**src/rtl/seg7_reader_if.sv**
```systemverilog
// seg7_reader_if: segment bus in, decoded digit and status out.
//   seg_in      segment bus (bit0=a .. bit6=g), active high
//   valid_out   one-cycle pulse on a newly accepted digit
//   digit_out   last accepted digit, held between accepts
//   invalid_out one-cycle pulse on a stable pattern outside the decode table
//   seq_err     one-cycle pulse, with valid_out, on an out-of-sequence digit
//   period_out  cycles between the last two digit accepts
//   stall       level; period counter saturated since the last accept
// master drives seg_in (display source / bench), slave is the reader.
interface seg7_reader_if #(
   parameter int unsigned PERIOD_W = 24
);
   logic [6:0]          seg_in;
   logic                valid_out;
   logic [3:0]          digit_out;
   logic                invalid_out;
   logic                seq_err;
   logic [PERIOD_W-1:0] period_out;
   logic                stall;

   modport master (
      output seg_in,
      input  valid_out, digit_out, invalid_out, seq_err, period_out, stall
   );

   modport slave (
      input  seg_in,
      output valid_out, digit_out, invalid_out, seq_err, period_out, stall
   );
endinterface

```
**src/rtl/seg7_reader.sv**
```systemverilog
// seg7_reader: deglitches a 7-segment bus, decodes it back to a digit,
// checks the counter wrap sequence and measures the period between digits.
// Ports: clk, rst (synchronous, active high), bus (seg7_reader_if.slave).
// Optional: define SEG7_READER_HEX_EN to decode A-F patterns as digits 10-15.
module seg7_reader #(
   parameter int unsigned STABLE_CYCLES = 4,
   parameter int unsigned MAX_DIGIT     = 6,
   parameter int unsigned PERIOD_W      = 24
) (
   input  logic          clk,
   input  logic          rst,
   seg7_reader_if.slave  bus
);
   localparam int unsigned CNT_W = $clog2(STABLE_CYCLES + 1);
   localparam logic [CNT_W-1:0]    CNT_MAX  = CNT_W'(STABLE_CYCLES);
   localparam logic [CNT_W-1:0]    CNT_LAST = CNT_W'(STABLE_CYCLES - 1);
   localparam logic [PERIOD_W-1:0] PER_MAX  = '1;
   localparam logic [3:0]          DIG_MAX  = 4'(MAX_DIGIT);

   typedef enum logic {IDLE, TRACK} state_t;

   state_t              state_q, state_d;
   logic [6:0]          seg_q;
   logic [6:0]          last_pat_q, last_pat_d;
   logic [CNT_W-1:0]    cnt_q, cnt_d;
   logic [PERIOD_W-1:0] per_q, per_d, period_d;
   logic                valid_d, invalid_d, seq_err_d, stall_d;
   logic [3:0]          digit_d;
   logic                stable_c, accept_c, hit_c, table_acc_c;
   logic [3:0]          dec_c, expect_c;
   logic [4:0]          lookup_c;

   // Pattern to {hit, digit}; hit=0 for blank and unknown patterns.
   function automatic logic [4:0] decode(input logic [6:0] p);
      logic [4:0] r;
      case (p)
         7'h3F: r = {1'b1, 4'd0};
         7'h06: r = {1'b1, 4'd1};
         7'h5B: r = {1'b1, 4'd2};
         7'h4F: r = {1'b1, 4'd3};
         7'h66: r = {1'b1, 4'd4};
         7'h6D: r = {1'b1, 4'd5};
         7'h7D: r = {1'b1, 4'd6};
         7'h07: r = {1'b1, 4'd7};
         7'h7F: r = {1'b1, 4'd8};
         7'h6F: r = {1'b1, 4'd9};
`ifdef SEG7_READER_HEX_EN
         7'h77: r = {1'b1, 4'd10};
         7'h7C: r = {1'b1, 4'd11};
         7'h39: r = {1'b1, 4'd12};
         7'h5E: r = {1'b1, 4'd13};
         7'h79: r = {1'b1, 4'd14};
         7'h71: r = {1'b1, 4'd15};
`endif
         default: r = 5'd0;
      endcase
      return r;
   endfunction

   // State and output registers.
   always_ff @(posedge clk) begin
      if (rst) begin
         state_q         <= IDLE;
         seg_q           <= '0;
         cnt_q           <= '0;
         last_pat_q      <= '0;
         per_q           <= '0;
         bus.valid_out   <= 1'b0;
         bus.digit_out   <= '0;
         bus.invalid_out <= 1'b0;
         bus.seq_err     <= 1'b0;
         bus.period_out  <= '0;
         bus.stall       <= 1'b0;
      end else begin
         state_q         <= state_d;
         seg_q           <= bus.seg_in;
         cnt_q           <= cnt_d;
         last_pat_q      <= last_pat_d;
         per_q           <= per_d;
         bus.valid_out   <= valid_d;
         bus.digit_out   <= digit_d;
         bus.invalid_out <= invalid_d;
         bus.seq_err     <= seq_err_d;
         bus.period_out  <= period_d;
         bus.stall       <= stall_d;
      end
   end

   // Next-state and next-output logic.
   always_comb begin
      state_d    = state_q;
      last_pat_d = last_pat_q;
      valid_d    = 1'b0;
      invalid_d  = 1'b0;
      seq_err_d  = 1'b0;
      digit_d    = bus.digit_out;
      period_d   = bus.period_out;

      stable_c = (bus.seg_in == seg_q);
      if (!stable_c)             cnt_d = '0;
      else if (cnt_q != CNT_MAX) cnt_d = cnt_q + CNT_W'(1);
      else                       cnt_d = cnt_q;

      // Accept on the edge where the stability count reaches its limit, so
      // the result is registered STABLE_CYCLES edges after the first sample.
      accept_c    = stable_c && (cnt_q == CNT_LAST) && (seg_q != last_pat_q);
      lookup_c    = decode(seg_q);
      hit_c       = lookup_c[4];
      dec_c       = lookup_c[3:0];
      table_acc_c = accept_c && hit_c;
      expect_c    = (bus.digit_out == DIG_MAX) ? 4'd0 : bus.digit_out + 4'd1;

      if (table_acc_c)          per_d = '0;
      else if (per_q != PER_MAX) per_d = per_q + PERIOD_W'(1);
      else                      per_d = per_q;

      if (accept_c) begin
         last_pat_d = seg_q;
         if (seg_q != 7'h00 && !hit_c) invalid_d = 1'b1;
      end

      if (table_acc_c) begin
         valid_d = 1'b1;
         digit_d = dec_c;
         case (state_q)
            IDLE: state_d = TRACK;
            TRACK: begin
               seq_err_d = (dec_c != expect_c) || (dec_c > DIG_MAX);
               // per_q counts from 0 on the accept edge, hence the +1.
               period_d  = (per_q == PER_MAX) ? PER_MAX : per_q + PERIOD_W'(1);
            end
            default: state_d = IDLE;
         endcase
      end

      stall_d = (per_d == PER_MAX);
   end
endmodule

```
**src/flat_wrapper.sv**
```systemverilog
// flat-port wrapper written by rule: the top's interface ports become plain ports
module seg7_reader_flat 
#(
   parameter int unsigned STABLE_CYCLES = 4,
   parameter int unsigned MAX_DIGIT     = 6,
   parameter int unsigned PERIOD_W      = 24
)
  (clk, rst, bus_seg_in, bus_valid_out, bus_digit_out, bus_invalid_out, bus_seq_err, bus_period_out, bus_stall);
  seg7_reader_if #(.PERIOD_W(PERIOD_W)) bus_i ();
  input  logic clk;
  input  logic rst;
  input wire logic [$bits(bus_i.seg_in)-1:0] bus_seg_in;
  output wire logic [$bits(bus_i.valid_out)-1:0] bus_valid_out;
  output wire logic [$bits(bus_i.digit_out)-1:0] bus_digit_out;
  output wire logic [$bits(bus_i.invalid_out)-1:0] bus_invalid_out;
  output wire logic [$bits(bus_i.seq_err)-1:0] bus_seq_err;
  output wire logic [$bits(bus_i.period_out)-1:0] bus_period_out;
  output wire logic [$bits(bus_i.stall)-1:0] bus_stall;
  assign bus_i.seg_in = bus_seg_in;
  assign bus_valid_out = bus_i.valid_out;
  assign bus_digit_out = bus_i.digit_out;
  assign bus_invalid_out = bus_i.invalid_out;
  assign bus_seq_err = bus_i.seq_err;
  assign bus_period_out = bus_i.period_out;
  assign bus_stall = bus_i.stall;
  seg7_reader #(.STABLE_CYCLES(STABLE_CYCLES), .MAX_DIGIT(MAX_DIGIT), .PERIOD_W(PERIOD_W)) u_core (.clk(clk), .rst(rst), .bus(bus_i));
endmodule
```
**config.mk**
```make
export PLATFORM = sky130hd
export DESIGN_NAME = seg7_reader_flat
export DESIGN_NICKNAME = d
export VERILOG_FILES = /design/src/rtl/seg7_reader_if.sv /design/src/rtl/seg7_reader.sv /design/src/flat_wrapper.sv
export SDC_FILE = /design/constraint.sdc
export NUM_CORES = 1
export LEC_CHECK = 0
export ABC_CLOCK_PERIOD_IN_PS = 3400
export CORE_UTILIZATION = 60
export DETAILED_ROUTE_END_ITERATION = 10
export HOLD_SLACK_MARGIN = 0.08
export PLACE_DENSITY = 0.84
export SYNTH_ARGS = -nofsm -noshare
export SYNTH_HDL_FRONTEND = slang
export SYNTH_SLANG_ARGS = --single-unit
```
**constraint.sdc**
```tcl
create_clock -name clk -period 3.4 [get_ports clk]
set_input_delay 1.02 -clock clk [delete_from_list [all_inputs] [get_ports clk]]
set_output_delay 1.02 -clock clk [all_outputs]
set_load 0.05 [all_outputs]
```
# Word-level counts from Yosys, hierarchy flattened
# Cells that the tools add are included.
# Widths: inputs -> output; s select.
# word_totals
ff_bits	74
in_bits	9
out_inout_bits	32
# op_classes
addsub	3
order_cmp	1
eq_ne	19
n_mux	7
bitwise	4
n_reduce_logical	11
# op_table
operator	n
$mux 24	3
$pmux 5 s10	1
$eq 7x7->1 const B	7
$eq 24x24->1 const B	2
$add 24x1->24 const B	1
$ne 24x24->1 const B	1
$eq 7x3->1 const B	2
$eq 7x6->1 const B	1
$eq 7x7->1	1
$ne 7x7->1	1
$reduce_bool 7->1	1
$add 4x1->4 const B	1
$eq 4x3->1 const B	1
$gt 4x3->1 const B	1
$logic_and 1x1->1	4
$mux 4	1
$ne 4x4->1	1
$not 1->1	4
$reduce_or 2->1	2
$add 3x1->3 const B	1
$eq 3x2->1 const B	1
$ne 3x3->1 const B	1
$reduce_or 3->1	1
$mux 1	2
3 further kinds	3

# Logic depth before layout (Yosys ltp)
# logic_depth
word_depth	6
ltp_mapped	10
mapped_depth_nobuf	10

# Worst setup path before layout
# Ideal clock, no wire load.
# synth_path
path_type	input to register
start	input port bus_seg_in[3]
end	register u_core.bus.period_out[20]
arrival_time_ns	2.382
required_time_ns	3.272
path_slack_ns	0.891
stages	7
path_buffers	1
path_cell_list	xor2_1 > nor4_4 > o2111ai_4 > nor2_8 > buf_6 > mux2i_1 > nor2_1
# synth_via
elab_chain_len	5
# synth_rtl
item	line_no	text
start: declaration	flat_wrapper.sv:12	input wire logic [$bits(bus_i.seg_in)-1:0] bus_seg_in;
$eq 7x7->1	seg7_reader.sv:99	stable_c = (bus.seg_in == seg_q);
$logic_and 1x1->1 (2 in series)	seg7_reader.sv:106	accept_c = stable_c && (cnt_q == CNT_LAST) && (seg_q != last_pat_q);
$logic_and 1x1->1	seg7_reader.sv:110	table_acc_c = accept_c && hit_c;
$reduce_and 2->1 (no line)	-	
end signal: assignment	seg7_reader.sv:84	bus.period_out <= period_d;
end: declaration	seg7_reader_if.sv:28	output valid_out, digit_out, invalid_out, seq_err, period_out, stall
# Every way passes these cells.
# A chain may end at the register's enable or synchronous reset.

# Worst setup path after layout
# layout_path
start	input port bus_seg_in[5]
end	register u_core.bus.period_out[10]
# The elaborated chain is that of the path after synthesis.

==> run metrics <==
outcome=finished, final reports clean; I/O pin count=41; vias in the first global route=2810; total negative slack for setup checks=0 ps; Warnings, synthesis=0; number of synthesized register bits=74; number of setup violations in the final report=0; area enclosed by the die boundary=about 6400 um2; type of element capturing the critical path=flip-flop; library cell occupying the most area in the post-synthesis netlist=sky130_fd_sc_hd__dfxtp_1; core box area=~5700 um2; Die Width=approximately 80 um; cell-by-cell trace of the critical path=clkdlybuf4s50_1 > xnor2_1 > nand4_1 > nor4_4 > o2111ai_4 > nor2_8 > buf_12 > nor2_1 > a211oi_1; PwrDens=approximately 370 nW/um2; top flip-flop cell by instance count after synthesis=sky130_fd_sc_hd__dfxtp_1; detailed placement HPWL=5595 um; Avg WL per Cell=between 15 and 20 um; number of flops mapped to enable cells by yosys=0; headroom to the max-slew limit=about two thirds; Worst Hold Depth=2; share of layout cells above drive strength 1=between 10% and 20%; via count normalized by instance count=5.834; wire length of the first global-routing pass=approximately 13000 um; insertion delay of the later-clocked pin in the worst-skew pair=between 300 and 400 ps; Final Cycle Share=85.30%; global placer's final weighted congestion=slightly below 0.9; Placement Cell Area=around 4100 um2; starting utilization of the core area=about 64%; antenna violations before repair=0; Inserted Diodes=0; slew at the pin with the worst max-slew slack=513.1 ps; # nets final=roughly 460; post-CTS repair timing setup buffer count=0; slowest cell on the critical path=sky130_fd_sc_hd__clkdlybuf4s50_1; post-synthesis instance total=between 400 and 500; quantity of gates resized following cts=0; Worst Hold Margin=between 400 and 500 ps; CP Data Required Time=between 3000 and 4000 ps; utilization after layout=about three quarters; type of the worst setup path=in2reg; most frequent cells in the layout=sky130_fd_sc_hd__nor2_1, sky130_fd_sc_hd__dfxtp_1, sky130_fd_sc_hd__clkdlybuf4s50_1; number of hold buffers added after cts=0; origin of the worst min-delay path=u_core.state_q; clk sink count=74; register clock-pin slew on the reported worst setup and hold paths=roughly 70 ps; final hold violations=0; DRC marker count from the first detailed-route iteration=192; post-detailed-routing wire length=just under 8000 um; number of pins exceeding their max-slew limit in the final report=0; sequential cell area fraction in the yosys report=between 40 and 50%; worst-path maximum fanout=22; Reg-to-Reg Start=u_core.per_q[1]; most frequent standard cell in the layout excluding fill and tap cells=sky130_fd_sc_hd__nor2_1; Leakage=around 1.6 nW; cell types occupying the most area after synthesis=sky130_fd_sc_hd__dfxtp_1, sky130_fd_sc_hd__nor2_1, sky130_fd_sc_hd__mux2i_1, sky130_fd_sc_hd__xor2_1, sky130_fd_sc_hd__xnor2_1; number of placement rows=27; number of CTS-inserted buffers=9; Final min period=roughly 2900 ps; number of buffers on the longest clock path=2; clock tree from TritonCTS=yes; die height=about 80 um; setup slack of the most critical reg-to-reg path=between 600 and 700 ps; port bufs=40; Yosys cell types=slightly above 60; share of flip-flops with an asynchronous set or reset after synthesis=0%; maximum number of pins on one net before global-route repair=33; Clock Skew=5.956 ps; synthesized netlist net count=around 420; Total GRT Usage=a little over a quarter; Largest stage delay, worst path=between 400 and 500 ps; final design instance area without fill=between 4000 and 5000 um2; Arrival @ worst endpoint=around 3200 ps; Min-Delay Path Class=reg2reg; path depth of the worst reg2reg path=10; share of the synthesized area in the top cell type=40.86%; cell chosen for the clock root=sky130_fd_sc_hd__clkbuf_8; Max IR drop VDD=about 0.32 mV; setup repair after global routing missed its margin=no; Mapped Area=about 3600 um2; Layout Area Growth over Synthesis=17.39%; maximum level of the CTS H-tree=3; R2R Path End=u_core.bus.stall; Avg Inst Size Synth=8.953 um2; number of nets with antenna violations after routing=0; number of detailed-route iterations in the first pass=4; MaxCap Viol Count=0; type of element launching the critical path=primary input; filler cell count in the final layout=a little over 400; global-route congestion overflow total=0; DRC errors left=0; Via Count=a little over 3000; maximum frequency from static timing analysis=344.8 MHz; Worst Hold Path EP=u_core.bus.seq_err
[stage by stage]
| step | total power [W] | std cells | setup WS, ps |
|---|---|---|---|
| 2_1_floorplan | 0.0009614 | 405 | 890.6 |
| 3_3_place_gp | 0.0009829 | 502 | 251.8 |
| 3_5_place_dp | 0.0009854 | 502 | 159.8 |
| 4_1_cts | 0.001606 | 518 | 493.9 |
| 5_1_grt | 0.001650 | 518 | 269.1 |
| 6_report | 0.001594 | 518 | 499.7 |
[cell usage after synthesis (all sizes together) (2+ instances only)]
library cell,number
a211oi,20
a21o,2
a21oi,16
a311oi,2
and2,2
and3,6
and3b,2
and4,3
buf,14
clkbuf,8
dfxtp,74
ha,5
inv,9
mux2,2
mux2i,17
nand2,23
nand2b,5
nand3,16
nand4,15
nand4b,2
nor2,76
nor2b,11
nor3,6
nor4,7
nor4b,3
o2111ai,2
o21ai,7
or2,3
or3b,2
xnor2,16
xor2,17
[cells by family after synthesis]
kind of cell	synth area share (%)
simple gates	27.67
flops	40.86
compound gates	12.18
xor+xnor	7.971
buf+inv	4.175
mux	5.417
fa+ha+maj	1.725
[power breakdown]
part | leakage, nW | switching [W] | internal, W
clock | 0.0965 | 0.000304 | 0.000323
combinational | 0.944 | 0.0000388 | 0.0000335
sequential | 0.598 | 0.0000204 | 0.000874
total | 1.64 | 0.000363 | 0.00123
[flip-flops by register name (all words and copies together) (netlist names)]
signal	cells
u_core.bus.period_out	24
u_core.per_q	24
u_core.last_pat_q	7
u_core.seg_q	7
u_core.bus.digit_out	4
u_core.cnt_q	3
u_core.bus.invalid_out	1
u_core.bus.seq_err	1
u_core.bus.stall	1
u_core.bus.valid_out	1
u_core.state_q	1
[critical path: cells and delay by family]
family	cells	cell delay [ps]
AOI/OAI and AO/OA	2	540
and+or+nand+nor	4	770
xor gates and xnor gates	1	120
buffers and inverters	2	680
[routing by layer]
metal | GRT usage, % | part of all wire, % | vias to the layer above | routed length [um]
met1 | 34.21 | 45 | 1409 | 3590
met3 | 4.343 | 4.2 | 22 | 332
li1 | - | - | 1490 | -
met4 | 15.00 | 2.8 | 0 | 226
met5 | 0 | 0 | - | 0
met2 | 43.42 | 48 | 101 | 3789
[area by class of cell]
type	count	area, um2	share of cell area (%)
clock buffers	14	172.7	4.056
repair buffers	47	473.0	11.11
well taps	72	90.09	2.116
flip-flops and latches	74	1481	34.80
inverters	9	36.28	0.8524
multi-input cells	300	1993	46.83
clock inverters	2	10.01	0.2352
[worst max path at each step]
stage	end	start	slack (ps)
2_1_floorplan	u_core.bus.period_out[20]	bus_seg_in[3]	890
3_3_place_gp	u_core.bus.period_out[16]	bus_seg_in[5]	250
3_5_place_dp	u_core.per_q[2]	bus_seg_in[4]	160
4_1_cts	u_core.bus.period_out[10]	bus_seg_in[4]	490
5_1_grt	u_core.bus.period_out[10]	bus_seg_in[5]	270
6_report	u_core.bus.period_out[10]	bus_seg_in[5]	500
No activity file was read; power rests on OpenSTA's default activity.
